===== src/rtl/pc_sequencer.sv =====
// Program-counter sequencer: holds the PC, runs the fetch req/ack handshake and computes next PC.
// Optional jump-register alignment trap is enabled by defining PC_SEQ_ALIGN_CHECK_EN.
module pc_sequencer #(
    parameter logic [31:0] RESET_PC = 32'h0000_0000,
    parameter logic [31:0] EXC_PC   = 32'h8000_0180
) (
    input  logic        clk,
    input  logic        reset,
    input  logic        stall,
    input  logic        branch,
    input  logic        branch_taken,
    input  logic [15:0] imm,
    input  logic        jump,
    input  logic [25:0] jump_index,
    input  logic        jr,
    input  logic [31:0] jr_target,
    output logic        fetch_req,
    output logic [31:0] fetch_addr,
    input  logic        fetch_ack,
    output logic [31:0] pc,
    output logic [31:0] pc_plus4,
    output logic        redirect,
    output logic        misaligned
);

    // state | meaning
    // BOOT  | post-reset cycle, no request issued
    // REQ   | fetch request outstanding at pc, waiting for ack
    // HOLD  | pipeline stalled after an accepted fetch, request withdrawn
    typedef enum logic [1:0] {
        BOOT = 2'd0,
        REQ  = 2'd1,
        HOLD = 2'd2
    } state_t;

    state_t      state_q, state_d;
    logic [31:0] pc_q, pc_d;
    logic        redirect_q, redirect_d;
    logic [31:0] next_pc;
    logic        next_non_seq;
    logic [31:0] branch_target;
    logic [31:0] jump_target;
`ifdef PC_SEQ_ALIGN_CHECK_EN
    logic        misaligned_q, misaligned_d;
    logic        jr_bad;
`endif

    assign pc_plus4      = pc_q + 32'd4;
    assign branch_target = pc_plus4 + {{14{imm[15]}}, imm, 2'b00};
    assign jump_target   = {pc_plus4[31:28], jump_index, 2'b00};

`ifdef PC_SEQ_ALIGN_CHECK_EN
    assign jr_bad = jr && (jr_target[1:0] != 2'b00);
`endif

    always_comb begin
        next_pc      = pc_plus4;
        next_non_seq = 1'b1;
        if (jr) begin
`ifdef PC_SEQ_ALIGN_CHECK_EN
            next_pc = jr_bad ? EXC_PC : jr_target;
`else
            next_pc = jr_target;
`endif
        end else if (jump) begin
            next_pc = jump_target;
        end else if (branch && branch_taken) begin
            next_pc = branch_target;
        end else begin
            next_non_seq = 1'b0;
        end
    end

    always_ff @(posedge clk) begin
        if (reset) begin
            state_q    <= BOOT;
            pc_q       <= RESET_PC;
            redirect_q <= 1'b0;
`ifdef PC_SEQ_ALIGN_CHECK_EN
            misaligned_q <= 1'b0;
`endif
        end else begin
            state_q    <= state_d;
            pc_q       <= pc_d;
            redirect_q <= redirect_d;
`ifdef PC_SEQ_ALIGN_CHECK_EN
            misaligned_q <= misaligned_d;
`endif
        end
    end

    always_comb begin
        state_d    = state_q;
        pc_d       = pc_q;
        redirect_d = 1'b0;
`ifdef PC_SEQ_ALIGN_CHECK_EN
        misaligned_d = 1'b0;
`endif
        case (state_q)
            BOOT: state_d = REQ;
            REQ: begin
                if (fetch_ack) begin
                    if (stall) begin
                        state_d = HOLD;
                    end else begin
                        pc_d       = next_pc;
                        redirect_d = next_non_seq;
`ifdef PC_SEQ_ALIGN_CHECK_EN
                        misaligned_d = jr_bad;
`endif
                    end
                end
            end
            HOLD: begin
                if (!stall) state_d = REQ;
            end
            default: state_d = BOOT;
        endcase
    end

    always_comb begin
        fetch_req  = (state_q == REQ);
        fetch_addr = pc_q;
        pc         = pc_q;
        redirect   = redirect_q;
`ifdef PC_SEQ_ALIGN_CHECK_EN
        misaligned = misaligned_q;
`else
        misaligned = 1'b0;
`endif
    end

endmodule


===== config.mk =====
export PLATFORM = sky130hd
export DESIGN_NAME = pc_sequencer
export DESIGN_NICKNAME = d
export VERILOG_FILES = /design/src/rtl/pc_sequencer.sv
export SDC_FILE = /design/constraint.sdc
export NUM_CORES = 1
export LEC_CHECK = 0
export CAP_MARGIN = 0
export CELL_PAD_IN_SITES_DETAIL_PLACEMENT = 1
export CELL_PAD_IN_SITES_GLOBAL_PLACEMENT = 2
export CORE_UTILIZATION = 35
export DETAILED_ROUTE_END_ITERATION = 8
export DONT_BUFFER_PORTS = 1
export HOLD_SLACK_MARGIN = 0.12
export PLACE_DENSITY = 0.81
export SYNTH_ARGS = -nofsm -noshare
export SYNTH_HDL_FRONTEND = slang
export SYNTH_SLANG_ARGS = --single-unit

===== constraint.sdc =====
create_clock -name clk -period 3.9 [get_ports clk]
set_input_delay 0.78 -clock clk [delete_from_list [all_inputs] [get_ports clk]]
set_output_delay 0.78 -clock clk [all_outputs]
set_load 0.01 [all_outputs]

==> reports/results.tsv <==
metric	value	unit
Pre-Repair DR Iteration Count	5	
io pins	181	
Worst Setup End Kind	flop	
Seq/Total Area, Yosys	0.147	
Synth cell types	68	
IO Port Bufs	0	
DRT Wirelength	21900	µm
CP Max Fanout	6	
Worst R2R Setup Slack	0.20	ns
PwrDens	237	mW/mm²
filler instances	1666	
clock skew	0.0116	ns
CP endpoint	fetch_addr[30]	
Area contributors post-synth	dfxtp_1 15%, ha_1 9.5%, a21oi_1 7.4%	
DIE AREA	0.0141	mm²
Hold Vio Cnt, Final	0	
All-Layer GR Usage	0.310	
post-DP HPWL	16600	µm
dpl cells	853	
Setup Viol. Count Final	0	
WS Path Type	reg2reg	
synthesized flop and latch total	35	
final instance area	0.00542	mm²
Post-route DRC	0	
post-route clock period utilization	0.949	
Leak	0.00222	µW
mapped cell area	0.00477	mm²
worst slew pin tran	0.739	ns
largest net degree at the start of global routing	45	
Die Y	119	µm
max incr delay on CP	0.53	ns
Critical Path Slowest Stage Cell	or4_4	
Overflow after GRT	0	
Yosys top cell area share	0.147	
syn nets	795	
Post-synth top cells	70 x a21oi_1, 60 x nand2_1, 59 x nor2_1	
antenna-violating nets left	0	
Slew headroom	0.505	
multi-input logic area	0.00370	mm²
Max Fclk	0.270	GHz
reported max-cap violation count	0	
CTS tree	done	
Crit Reg-Reg Endpoint	fetch_addr[30]	
Final Max Slew Viols	0	
warning count from the yosys run	0	
CTS Buffer Depth	2	
nets@finish	805	
Starting Density	0.360	
pre-CTS setup slack	-0.0381	ns
Non-Filler Instances	864	
Final WS setup	0.200	ns
final worst path period need	3.70	ns
Via-to-Cell Ratio	6.38	
root buffer cell	clkbuf_16	
vias	5513	
vias in the first global route	5654	
Syn-to-layout area delta	13.8	%
Setup crit start	fetch_addr[14]	
Hold WC Path Type	reg2reg	
initial antenna violation count	2	
CTS Buf Count	5	
Startpoint Class	flop	
dominant cell by count in the synthesized netlist	a21oi_1	
first-pass GRT wire length	33400	µm
H-tree levels	2	
dominant cell type by area after synthesis	dfxtp_1	
worst path arrival time	3.90	ns
Post-synth EDFFs	0	
placed cell areas	0.00513	mm²
worst IR drop on VDD	0.153	mV
drt wl/cell	25.3	µm
Cells after Synth	676	
routability-driven placement congestion ratio	1.05	
Die X	119	µm
status	finished, final reports clean	
Post-synth top flop	dfxtp_1	
Core ar.	0.0132	mm²
Reg clk slew, reported paths	0.07	ns
# rows	42	
Worst Path Required	4.10	ns
RR Startpoint	fetch_addr[14]	
clock sinks	35	
initial drt markers	469	
asr flop ratio synth	0	
CP cell instances	nand4_2, or4_4, buf_4, nor3_2, and3_1, xor2_1, ha_1, a21oi_1, nor2b_1, o21ai_0, o211ai_1, mux2i_1, o21a_1	
Worst Reg-to-Reg Cells	13	
Syn Area/Cell	7.05	µm²
Worst-Skew Late Latency	0.31	ns
share of cells above drive strength 1	0.176	
register area	702	µm²
-- cells by family after synthesis --
| logic type | Yosys count | synth area share |
|---|---|---|
| DFF | 35 | 0.147 |
| xor gates and xnor gates | 46 | 0.0877 |
| buffers and inverters | 93 | 0.104 |
| AOI/OAI and AO/OA | 227 | 0.305 |
| adders and majority gates | 37 | 0.0987 |
| muxes | 8 | 0.0173 |
| and+or+nand+nor | 229 | 0.240 |
| other | 1 | 0.000787 |
-- placed cells by master, fill, tap and decap left out, drive strengths merged, types with 11 or more instances in the layout --
master  instances
nor3           23
xnor2          28
and3           14
inv            18
o21ai          45
nor2           61
o211ai         11
buf            77
a211oi         16
nand4          14
xor2           18
a21oi          70
nand2          60
dfxtp          35
ha             36
nand3          19
-- per-layer routing --
layer | vias to the layer above | part of all wire | track usage
li1 | 2482 | - | -
met4 | 2 | 0.035 | 0.127
met1 | 2680 | 0.43 | 0.399
met5 | - | 0.00078 | 0
met2 | 297 | 0.45 | 0.493
met3 | 52 | 0.085 | 0.0714
-- stage by stage --
stage | total power, µW | utilization | hold slack [ns] | TNS, ns
after CTS | 1280 | 0.399 | 0.534 | 0
after detailed placement | 841 | 0.387 | 0.525 | -0.0648
after global placement | 828 | 0.387 | 0.495 | 0
after floorplan | 720 | - | 0.475 | 0
final | 1290 | 0.409 | 0.530 | 0
after global routing | 1350 | 0.409 | 0.554 | -0.0180
-- critical path, delay by kind of cell (launching register included) --
| family | cells | cell delay, ns |
|---|---|---|
| xor gates and xnor gates | 1 | 0.29 |
| buffers and inverters | 1 | 0.18 |
| DFF | 1 | 0.36 |
| adders and majority gates | 1 | 0.36 |
| AOI/OAI and AO/OA | 4 | 0.96 |
| muxes | 1 | 0.17 |
| and+or+nand+nor | 5 | 1.25 |
-- cell type report --
class,count,share of cell area
Inverter,19,0.0132
Sequential cell,35,0.129
Antenna cell,1,0.000462
Tap cell,176,0.0406
Timing Repair Buffer,77,0.107
Clock inverter,3,0.00369
Clock buffer,5,0.0231
Multi-Input combinational cell,548,0.683
-- power by group --
group | switching [µW] | internal (µW)
sequential | 20.2 | 373
clock | 194 | 236
combinational | 288 | 175
total | 502 | 785
-- worst min-delay path by stage --
stage,start,end,cells past startpoint
floorplan,state_q[0],state_q[0],1
global placement,state_q[0],state_q[0],1
CTS,state_q[0],state_q[0],1
finish,state_q[0],state_q[0],1
global route,reset,fetch_addr[0],1
detailed placement,state_q[0],state_q[0],1
-- registers in the layout (all words and copies together) (netlist names) --
name	count
fetch_addr	32
state_q	2
redirect	1
-- timing repair --
item / 4_1_cts / 5_1_grt
pin swaps: 0 / 6
gates resized for setup: 2 / 28
buffers inserted: 0 / 2
endpoints found under the hold margin: 0 / 0
endpoints found under the setup margin: 4 / 11
hold buffers: 0 / 0
(Power assumes the default switching activity.)
